### src/rtl/video_timing_decoder.sv
// Recovers line/frame geometry from a ce_pix-qualified HS/VS/DE stream,
// locks onto a stable format and re-emits active pixels with x/y.
module video_timing_decoder #(
    parameter int HW          = 10,
    parameter int VW          = 10,
    parameter int LOCK_FRAMES = 2,
    parameter int PAL_LINES   = 288
) (
    input  logic          clk,
    input  logic          reset_n,
    input  logic          ce_pix,
    input  logic          hs,
    input  logic          vs,
    input  logic          de,
    input  logic [7:0]    r,
    input  logic [7:0]    g,
    input  logic [7:0]    b,
    output logic          pix_valid,
    output logic [8:0]    pix_x,
    output logic [8:0]    pix_y,
    output logic [14:0]   pix_rgb,
    output logic          frame_start,
    output logic [HW-1:0] h_total,
    output logic [VW-1:0] v_total,
    output logic [HW-1:0] active_w,
    output logic [VW-1:0] active_h,
    output logic          pal_detected,
    output logic          locked,
    output logic          sync_err
);

    typedef enum logic [1:0] {
        SEARCH,
        MEASURE,
        LOCKED
    } state_t;

    localparam logic [HW-1:0] H_MAX    = '1;
    localparam logic [HW-1:0] H_NEAR   = H_MAX - 1'b1;
    localparam logic [VW-1:0] V_MAX    = '1;
    localparam logic [VW-1:0] V_NEAR   = V_MAX - 1'b1;
    localparam logic [VW-1:0] PAL_V    = VW'(PAL_LINES);
    localparam logic [7:0]    LOCK_TGT = 8'(LOCK_FRAMES - 1);

    state_t        state;
    logic [7:0]    match_cnt;
    logic          hs_q;
    logic          vs_q;
    logic          de_q;
    logic [HW-1:0] hc;
    logic [HW-1:0] h_sh;
    logic [HW-1:0] de_cnt;
    logic [HW-1:0] dew_sh;
    logic          line_de;
    logic [VW-1:0] vc;
    logic [VW-1:0] al;
    logic [8:0]    x_cnt;
    logic [8:0]    y_cnt;
    logic          vs_seen;

    logic          hs_rise;
    logic          vs_rise;
    logic          de_rise;
    logic          line_de_now;
    logic [HW-1:0] de_cnt_now;
    logic [HW-1:0] h_sh_nx;
    logic [HW-1:0] dew_nx;
    logic [VW-1:0] vc_nx;
    logic [VW-1:0] al_nx;
    logic          timeout;
    logic          frame_match;
    logic [7:0]    cnt_inc;
    logic [8:0]    x_now;
    logic [8:0]    y_now;
    logic          unused_lsb;

    assign unused_lsb = ^{r[2:0], g[2:0], b[2:0]};

    assign hs_rise = ce_pix & hs & ~hs_q;
    assign vs_rise = ce_pix & vs & ~vs_q;
    assign de_rise = ce_pix & de & ~de_q;

    // Line-close values; a frame commit on the same ce sees these, so a
    // coincident hs/vs rise closes the line before the frame.
    always_comb begin
        line_de_now = line_de | de;
        de_cnt_now  = de_cnt;
        if (de_rise)
            de_cnt_now = HW'(1);
        else if (de && de_cnt != H_MAX)
            de_cnt_now = de_cnt + 1'b1;
        h_sh_nx = h_sh;
        dew_nx  = dew_sh;
        vc_nx   = vc;
        al_nx   = al;
        if (hs_rise) begin
            h_sh_nx = (hc == H_MAX) ? H_MAX : hc + 1'b1;
            if (vc != V_MAX)
                vc_nx = vc + 1'b1;
            if (line_de_now) begin
                dew_nx = de_cnt_now;
                if (al != V_MAX)
                    al_nx = al + 1'b1;
            end
        end
    end

    always_comb begin
        timeout = (ce_pix & ~hs_rise & (hc == H_NEAR))
                | (hs_rise & (vc == V_NEAR));
        frame_match = (h_sh_nx == h_total) && (dew_nx == active_w)
                   && (vc_nx == v_total) && (al_nx == active_h);
        cnt_inc = match_cnt + 8'd1;
        x_now   = de_rise ? 9'd0 : x_cnt;
        y_now   = y_cnt;
        if (de_rise)
            y_now = vs_seen ? 9'd0 : y_cnt + 9'd1;
    end

    assign locked = (state == LOCKED);

    always_ff @(posedge clk or negedge reset_n) begin
        if (!reset_n) begin
            state        <= SEARCH;
            match_cnt    <= '0;
            hs_q         <= 1'b0;
            vs_q         <= 1'b0;
            de_q         <= 1'b0;
            hc           <= '0;
            h_sh         <= '0;
            de_cnt       <= '0;
            dew_sh       <= '0;
            line_de      <= 1'b0;
            vc           <= '0;
            al           <= '0;
            x_cnt        <= '0;
            y_cnt        <= '0;
            vs_seen      <= 1'b0;
            pix_valid    <= 1'b0;
            pix_x        <= '0;
            pix_y        <= '0;
            pix_rgb      <= '0;
            frame_start  <= 1'b0;
            h_total      <= '0;
            v_total      <= '0;
            active_w     <= '0;
            active_h     <= '0;
            pal_detected <= 1'b0;
            sync_err     <= 1'b0;
        end else begin
            pix_valid   <= 1'b0;
            frame_start <= 1'b0;
            sync_err    <= 1'b0;
            if (ce_pix) begin
                hs_q   <= hs;
                vs_q   <= vs;
                de_q   <= de;
                de_cnt <= de_cnt_now;

                if (hs_rise)
                    hc <= '0;
                else if (hc != H_MAX)
                    hc <= hc + 1'b1;

                if (hs_rise) begin
                    h_sh    <= h_sh_nx;
                    dew_sh  <= dew_nx;
                    vc      <= vc_nx;
                    al      <= al_nx;
                    line_de <= 1'b0;
                end else begin
                    line_de <= line_de_now;
                end

                if (vs_rise) begin
                    vc <= '0;
                    al <= '0;
                end

                if (de_rise) begin
                    x_cnt   <= 9'd1;
                    y_cnt   <= y_now;
                    vs_seen <= 1'b0;
                end else if (de) begin
                    x_cnt <= x_cnt + 9'd1;
                end
                if (vs_rise)
                    vs_seen <= 1'b1;

                if (state == LOCKED && de) begin
                    pix_valid   <= 1'b1;
                    pix_x       <= x_now;
                    pix_y       <= y_now;
                    pix_rgb     <= {b[7:3], g[7:3], r[7:3]};
                    frame_start <= (x_now == 9'd0) && (y_now == 9'd0);
                end

                if (timeout) begin
                    state     <= SEARCH;
                    match_cnt <= '0;
                    sync_err  <= (state == LOCKED);
                end else if (vs_rise) begin
                    unique case (state)
                        SEARCH: begin
                            state     <= MEASURE;
                            match_cnt <= '0;
                        end
                        MEASURE: begin
                            if (frame_match) begin
                                match_cnt <= cnt_inc;
                                if (cnt_inc >= LOCK_TGT)
                                    state <= LOCKED;
                            end else begin
                                match_cnt <= '0;
                            end
                        end
                        LOCKED: begin
                            if (!frame_match) begin
                                sync_err  <= 1'b1;
                                match_cnt <= '0;
                                state     <= MEASURE;
                            end
                        end
                        default: state <= SEARCH;
                    endcase
                    // The first frame seen from SEARCH is partial.
                    if (state != SEARCH) begin
                        h_total      <= h_sh_nx;
                        active_w     <= dew_nx;
                        v_total      <= vc_nx;
                        active_h     <= al_nx;
                        pal_detected <= (vc_nx >= PAL_V);
                    end
                end
            end
        end
    end

endmodule

### config.mk
export PLATFORM = sky130hd
export DESIGN_NAME = video_timing_decoder
export DESIGN_NICKNAME = d
export VERILOG_FILES = /design/src/rtl/video_timing_decoder.sv
export SDC_FILE = /design/constraint.sdc
export NUM_CORES = 1
export LEC_CHECK = 0
export ABC_CLOCK_PERIOD_IN_PS = 3760
export CAP_MARGIN = 20
export CORE_MARGIN = 1.5
export CORE_UTILIZATION = 55
export DETAILED_ROUTE_END_ITERATION = 8
export DONT_BUFFER_PORTS = 1
export GPL_TIMING_DRIVEN = 0
export HOLD_SLACK_MARGIN = 0.15
export PLACE_DENSITY = 0.71
export SYNTH_ARGS = -nofsm -noshare
export SYNTH_HDL_FRONTEND = slang
export SYNTH_SLANG_ARGS = --single-unit
### constraint.sdc
create_clock -name clk -period 3.76 [get_ports clk]
set_clock_uncertainty 0.05 [all_clocks]
set_input_delay 0.752 -clock clk [delete_from_list [all_inputs] [get_ports clk]]
set_output_delay 0.752 -clock clk [all_outputs]
set_load 0.02 [all_outputs]
### Word level (Yosys, flattened, before mapping)

Cells that the tools add are included.

* register bits after elaboration: 170
* bits of input ports: 30

* add/subtract/negate cells: 7
* $lt $le $gt $ge: 2
* equality and inequality tests: 16
* muxes and demuxes: 45
* bitwise gates (word level): 16
* reductions and logical operators: 26

Operator list (number)
* $mux W10: 17
* $mux W9: 5
* $add A10 B1 Y10 const B: 4
* $eq A10 B10 Y1: 4
* $ne A10 B10 Y1 const B: 4
* $mux W8: 4
* $eq A10 B10 Y1 const B: 3
* $pmux W8 S3: 1
* $add A9 B1 Y9 const B: 2
* $logic_not A9 Y1: 2
* $reduce_and A2 Y1: 7
* $mux W1: 12
* $reduce_bool A2 Y1: 6
* $ge A10 B9 Y1 const B: 1
* $mux W2: 5
* $and A1 B1 Y1: 9
* $ne A3 B3 Y1 const B: 3
* $add A8 B1 Y8 const B: 1
* $ge A8 B1 Y1 const B: 1
* $reduce_and A4 Y1: 2
* $logic_and A1 B1 Y1: 6
* $pmux W2 S3: 1
* $not A1 Y1: 5
* $reduce_and A5 Y1: 1
* other kinds (5): 6

### Logic depth before layout (Yosys ltp)

Gate-level depths: netlist (run 1).

* depth in word-level cells: 15
* mapped depth: 13
* gate-level depth less buffers: 11

### Worst setup path after synthesis (run 1)

Ideal clock, no wire load.

* kind: input -> register
* start: in de
* end: reg match_cnt[3]
* data arrival time: 3.225 ns
* data required time: 3.641 ns
* setup slack: 0.416 ns
* cell stages on the path: 9
* cells stage by stage: nor2_1 nor3_1 a311o_1 a2111oi_0 nand4_1 or4_4 nor4_4 nand3_1 nand3_1

* word-level cells in the longest chain between the ends: 13

RTL lines
* start: declaration: RTL line 14 `input logic de,`
* $and A1 B1 Y1 or $logic_and A1 B1 Y1 (tied branches): RTL line 81, 90
* $and A1 B1 Y1 or $mux W10 (tied branches): RTL line 81, 90
* $mux W10: RTL line 88 `if (de_rise)`
* $mux W10: RTL line 100 `if (line_de_now) begin`
* $mux W10: RTL line 96 `if (hs_rise) begin`
* $eq A10 B10 Y1: RTL line 111 `frame_match = (h_sh_nx == h_total) && (dew_nx == active_w)`
* $logic_and A1 B1 Y1: RTL line 111
* $logic_and A1 B1 Y1: RTL line 112 `&& (vc_nx == v_total) && (al_nx == active_h);`
* $logic_and A1 B1 Y1 (*): RTL line 112
* $mux W8: RTL line 209 `if (frame_match) begin`
* $pmux W8 S3: RTL line 203 `unique case (state)`
* $mux W8: RTL line 202 `end else if (vs_rise) begin`
* $mux W8: RTL line 198 `if (timeout) begin`
* end signal: assignment: RTL line 210 `match_cnt <= cnt_inc;`
* end: declaration: RTL line 46 `logic [7:0] match_cnt;`

Mark *: on every way between the ends. The rest lies on a longest branch, timed or not. The select of a mux whose other input is x is not followed.
A chain may end at the register's enable or synchronous reset.

### Worst setup path in the final report (run 1)

* start: reg hc[0]
* end: reg match_cnt[1]

* word-level cells in the longest chain between the ends: 11

RTL lines
* start: declaration: RTL line 50 `logic [HW-1:0] hc;`
* start signal: assignment: RTL line 163 `hc <= hc + 1'b1;`
* $add A10 B1 Y10 or $eq A10 B10 Y1 (tied branches): RTL line 97 `h_sh_nx = (hc == H_MAX) ? H_MAX : hc + 1'b1;`
* $mux W10: RTL line 97
* $mux W10: RTL line 96
* $eq A10 B10 Y1: RTL line 111
* $logic_and A1 B1 Y1: RTL line 111
* $logic_and A1 B1 Y1 (2 in a row): RTL line 112
* $mux W8: RTL line 209
* $pmux W8 S3: RTL line 203
* $mux W8: RTL line 202
* $mux W8: RTL line 198

Parallel ways exist; a longest one is shown, timed or not. The select of a mux whose other input is x is not followed.

==> results.json, run 1 <==
{
  "ys_ff_latch": 170,
  "grt-ovfl-total": 0,
  "drive_gt1_share_pct": 10.7,
  "async_flop_share_pct": 100,
  "crit_path_start_kind": "register",
  "status": "finished, violations left",
  "power_leakage_nw": 4.48,
  "placed_area_um2": 9470,
  "synth-compound-area-share_pct": 15.7,
  "crit_arrival_ns": 3.91,
  "wirelength_um": 24200,
  "finalHoldViolCount": 149,
  "muxShareOfSynthArea_pct": 4.04,
  "diodes": 0,
  "largest_reg_flops": 15,
  "yosys_warnings": 0,
  "clockBufferDepth": 2,
  "power.internal_mw": 3.61,
  "min_period_ns": 3.61,
  "ir_drop_v": 0.000397,
  "p_seq_share_pct": 44.7,
  "end_kind": "register",
  "period_share_pct": 95.9,
  "synth_top_family_by_area": "simple AND/OR/NAND/NOR gates",
  "final_cell_area_um2": 10200,
  "grt_max_degree": 171,
  "swShare_pct": 33.3,
  "cts_root_buf": "clkbuf_16",
  "top_register": "pix_rgb",
  "start_util_pct": 55.8,
  "finalPower_mw": 5.40,
  "yosys.area_share.adder_pct": 1.36,
  "violations": "hold timing",
  "io_buffers": 0,
  "antenna_found_initial": 0,
  "routed.top_layer": "met4",
  "seq_area_frac_synth_pct": 46.3,
  "fin_util_pct": 61.9,
  "die_w_um": 132,
  "synth_edf_count": 0,
  "clk_latency_ns": 0.44,
  "crit_path_start": "hc[0]",
  "hold_ws_ns": -0.0460,
  "rr_worst_depth": 11,
  "dr.pass1.iters": 5,
  "vias_per_cell": 6.18,
  "crit_required_ns": 4.07,
  "netlist_area_um2": 9190,
  "yosys_most_used_dff": "dfrtp_1",
  "synth_xor_area_share_pct": 4.45,
  "postRouteAntennaNets": 0,
  "met1_length_um": 10700,
  "num_vias": 7802,
  "wl_met2_um": 11100,
  "gp_congestion": 0.929,
  "grt_pass1_vias": 7367,
  "cts_max_level": 4,
  "clk_pin_slew_worst_paths_ns": 0.07,
  "fmax_mhz": 277,
  "r2r-start": "hc[0]",
  "post_drt_wl_per_cell_um": 19.2,
  "setup_violations": 0,
  "syn_inst": 1008,
  "grt_pass1_wl_um": 39000,
  "dr.first_iter.drc_count": 554,
  "crit_type": "reg -> reg",
  "area_growth_pct": 10.9,
  "maxCapViolCount": 0,
  "nNetsFinal": 1070,
  "rows": 47,
  "ys_types": 78,
  "synth_area_per_cell_um2": 9.12,
  "clock-sinks": 170,
  "die_h_um": 132,
  "tightestPinTransition_ns": 0.844,
  "hp-class": "in -> async",
  "layout_commonest_cell": "dfrtp_1",
  "dieArea_um2": 17500,
  "p_comb_share_pct": 20.0,
  "core_um2": 16500,
  "crit_fanout": 8,
  "final_cell_mix": "dfrtp_1, nand2_1, nor2_1, o21ai_0, nand3_1",
  "p_per_area_nw_per_um2": 530,
  "io_pins": 108,
  "wl_met3_um": 1950,
  "drc": 0,
  "cts_buffers": 17,
  "synth_nets": 1048,
  "synthSimpleGateAreaFrac_pct": 24.4,
  "power.clock.fraction_pct": 35.3,
  "hpwl_um": 17100,
  "cts_tree": "built",
  "grtUsageTotal_pct": 28.4,
  "report.final.slew_viol_count": 0,
  "switchingPower_mw": 1.80,
  "relSlewSlack_pct": 43.5
}
[cells in the mapped netlist (all sizes together), types with 23 or more instances]
| cell | n | share of area [%] |
|---|---|---|
| o21ai | 75 | 4.1 |
| clkbuf | 39 | 1.6 |
| nand3 | 56 | 3.2 |
| mux2 | 25 | 3.1 |
| nand4 | 25 | 1.8 |
| a21oi | 37 | 2.0 |
| nor2 | 78 | 3.2 |
| nor3 | 23 | 1.4 |
| inv | 35 | 1.4 |
| xor2 | 24 | 2.3 |
| nand2 | 147 | 6.0 |
| dfrtp | 170 | 46 |
[worst max-delay path: stages (launching register included)]
cell      delay, ns
dfrtp_1        0.48
ha_1           0.30
nand3_1        0.30
a311oi_1       0.54
nor4_1         0.09
a31oi_1        0.17
nand3_1        0.19
or4_1          0.73
nor4_4         0.29
buf_4          0.18
nor2_1         0.06
o21ai_1        0.15
[final timing paths]
| kind | end | slack [ns] |
|---|---|---|
| max | match_cnt[1] | 0.15 |
| min | pix_y[6] | -0.05 |
| max reg2reg | match_cnt[1] | 0.15 |
| min reg2reg | dew_sh[5] | 0.47 |
| max in group asynchronous | h_total[9] | 3.47 |
| min in group clk | pix_rgb[1] | 0.37 |
[layout make-up]
class,count,area [um2]
clock buffer,18,429
inverter,36,135
clock inverter,14,209
sequential,170,4250
multi-input combinational,748,4650
tap,220,275
fill,1394,6270
timing repair buffer,4,27.5
buffer,53,221
[cell families (layout without fill, tap and decap cells)]
kind of cell / after synthesis / count (layout)
buffers and inverters: 90 / 125
flip-flops: 170 / 170
multiplexers: 34 / 34
XOR/XNOR: 45 / 45
AND/OR/NAND/NOR: 440 / 440
adder cells (fa/ha/maj): 10 / 10
AO/OA/AOI/OAI: 219 / 219
[power by group through the flow]
stage	Clock (mW)	Sequential [mW]	Combinational, mW
2_1_floorplan	0	2.36	0.762
3_3_place_gp	0	2.43	0.979
3_5_place_dp	0	2.44	0.999
4_1_cts	1.93	2.41	1.04
5_1_grt	2.01	2.45	1.18
6_report	1.91	2.41	1.08
[routing by layer]
layer | global-route usage [%] | up-vias
met5 | 0 | -
met4 | 9.95 | 0
met3 | 7.54 | 45
met2 | 44.3 | 319
met1 | 38.5 | 3763
li1 | - | 3675
[what timing repair did]
| action | CTS | global route |
|---|---|---|
| endpoints found under the setup margin | 11 | 11 |
| pin swaps | 1 | 2 |
| gates resized for setup | 6 | 13 |
| buffers inserted | 1 | 2 |
| endpoints found under the hold margin | 170 | 170 |
[metrics by stage]
| step | worst slack (ns) | setup TNS [ns] | cells | hold slack [ns] |
|---|---|---|---|---|
| after floorplan | 0.416 | 0 | 1008 | 0.406 |
| after global placement | -0.696 | -17.73 | 1228 | 0.410 |
| after detailed placement | -0.814 | -7.85 | 1229 | 0.410 |
| after CTS | 0.00704 | 0 | 1262 | -0.0483 |
| after global routing | -0.0202 | -0.0315 | 1263 | -0.0559 |
| final | 0.154 | 0 | 1263 | -0.0460 |
(Power assumes the default switching activity.)
==> run 2, diff against run 1 <==
--- a/config.mk
+++ b/config.mk
@@ -8,12 +8,12 @@
 export ABC_CLOCK_PERIOD_IN_PS = 3760
 export CAP_MARGIN = 20
 export CORE_MARGIN = 1.5
-export CORE_UTILIZATION = 55
+export CORE_UTILIZATION = 60
 export DETAILED_ROUTE_END_ITERATION = 8
 export DONT_BUFFER_PORTS = 1
 export GPL_TIMING_DRIVEN = 0
 export HOLD_SLACK_MARGIN = 0.15
-export PLACE_DENSITY = 0.71
+export PLACE_DENSITY = 0.75
 export SYNTH_ARGS = -nofsm -noshare
 export SYNTH_HDL_FRONTEND = slang
 export SYNTH_SLANG_ARGS = --single-unit
==> results.json, run 2 (synthesis results as in run 1) <==
{
  "status": "finished, violations left",
  "violations": "hold timing",
  "post_drt_wl_per_cell_um": 19.4,
  "grt_max_degree": 171,
  "p_per_area_nw_per_um2": 525,
  "tightestPinTransition_ns": 0.909,
  "final_cell_mix": "dfrtp_1, nand2_1, nor2_1, o21ai_0, nand3_1",
  "dp.cells": 1197,
  "crit_required_ns": 4.07,
  "grtUsageTotal_pct": 30.5,
  "grt_pass1_vias": 7243,
  "period_share_pct": 97.1,
  "area_growth_pct": 10.2,
  "core_um2": 15100,
  "finalHoldViolCount": 148,
  "crit_path_start": "hs_q",
  "instances_no_fill": 1231,
  "gp_congestion": 0.922,
  "grtUsageMet3_pct": 8.81,
  "die_h_um": 127,
  "drive_gt1_share_pct": 10.5,
  "num_vias": 7836,
  "rr_worst_depth": 11,
  "clockBufferDepth": 2,
  "top_usage_layer": "met2",
  "grt_util_met2_pct": 47.7,
  "vias_per_cell": 6.37,
  "clk_latency_ns": 0.44,
  "nNetsFinal": 1070,
  "r2r_slack_ns": 0.11,
  "hold_ws_ns": -0.0404,
  "crit_arrival_ns": 3.96,
  "rows": 45,
  "fillCellCount": 1253,
  "crit_type": "reg -> reg",
  "cts_root_buf": "clkbuf_16",
  "drc": 0,
  "setup_violations": 0,
  "report.final.slew_viol_count": 0,
  "final_cell_area_um2": 10100,
  "fin_tns_setup_ns": 0,
  "antenna_found_initial": 0,
  "crit_path_start_kind": "register",
  "layout_commonest_cell": "dfrtp_1",
  "hpwl_um": 16800,
  "clock-sinks": 170,
  "dr.first_iter.drc_count": 549,
  "dieArea_um2": 16100,
  "postRouteAntennaNets": 0,
  "relSlewSlack_pct": 39.2,
  "diodes": 0,
  "min_period_ns": 3.65,
  "crit_fanout": 10,
  "io_buffers": 0,
  "grt-ovfl-total": 0,
  "grt_pass1_wl_um": 37900,
  "fmax_mhz": 274,
  "wirelength_um": 23800,
  "placed_area_um2": 9430,
  "cts_tree": "built",
  "rsz0062_at_grt": "true",
  "top_register": "pix_rgb",
  "io_pins": 108,
  "clk_pin_slew_worst_paths_ns": 0.06,
  "maxCapViolCount": 0,
  "hp-class": "in -> async",
  "critPathCapture": "match_cnt[1]",
  "r2r-end": "match_cnt[1]",
  "end_kind": "register",
  "dr.pass1.iters": 5,
  "power_leakage_nw": 4.46,
  "die_w_um": 127,
  "largest_reg_flops": 15,
  "finalPower_mw": 5.32,
  "r2r-start": "hs_q",
  "ir_drop_v": 0.000428,
  "cts_buffers": 17,
  "start_util_pct": 60.9,
  "met1_usage_pct": 41.6,
  "cts_max_level": 4
}
[run 2: changes by cell type in the layout (fill, tap and decap cells not counted), moves of 2 or more]
| cell | delta |
|---|---|
| inv_6 | -4 |
| clkbuf_8 | +4 |
| inv_8 | -2 |
| ha_2 | +2 |
| clkbuf_1 | +4 |
| ha_1 | -2 |
[run 2: worst min-delay path by stage]
stage / slack (ns) / cells after the start / startpoint / to
after floorplan: 0.41 / 0 / reset_n / active_h[0]
after global placement: 0.41 / 0 / reset_n / pix_y[8]
after detailed placement: 0.41 / 0 / reset_n / pix_y[6]
after CTS: -0.04 / 0 / reset_n / pix_y[6]
after global routing: -0.06 / 0 / reset_n / pix_y[7]
final: -0.04 / 0 / reset_n / pix_y[7]
[run 2: through the flow]
step / util (%) / setup WS (ns)
after floorplan: - / 0.416
after global placement: 62.5 / -0.718
after detailed placement: 62.5 / -0.780
after CTS: 66.8 / 0.0133
after global routing: 67.1 / -0.107
final: 67.1 / 0.110
[run 2: area by class of cell]
class / count / area (um2) / area share [%]
plain buffers: 53 / 219 / 2.16
clock buffers: 26 / 499 / 4.93
clock inverters: 6 / 110 / 1.09
inverters: 36 / 135 / 1.33
multi-input cells: 748 / 4650 / 45.9
flip-flops and latches: 170 / 4250 / 42.0
well taps: 188 / 235 / 2.32
repair buffers: 4 / 27.5 / 0.272
[run 2: critical path, cell delays in order, from the launching register on]
cell and delay [ns]:
dfrtp_1 0.43, nand3b_1 0.24, buf_2 0.25, buf_2 0.24
nor4_1 0.35, mux2i_1 0.42, xnor2_1 0.21, nor4_4 0.46
nand4_1 0.23, nor4_4 0.44, nor2_1 0.12, o21ai_1 0.14
[run 2: timing repair]
item | CTS | global route
endpoints found under the hold margin | 170 | 170
pin swaps | 1 | 4
buffers inserted | 1 | 2
resized for setup | 6 | 13
setup endpoints to repair | 11 | 17
[run 2: layer usage]
layer / wire, um / up-vias
met1: 10300 / 3839
li1: - / 3681
met3: 2040 / 35
met4: 459 / 0
met2: 11000 / 281
met5: 0 / -
[run 2: report_power, final]
group | internal [mW] | switching (mW)
Clock | 1.12 | 0.702
Sequential | 2.04 | 0.372
Combinational | 0.439 | 0.648
Total | 3.60 | 1.72
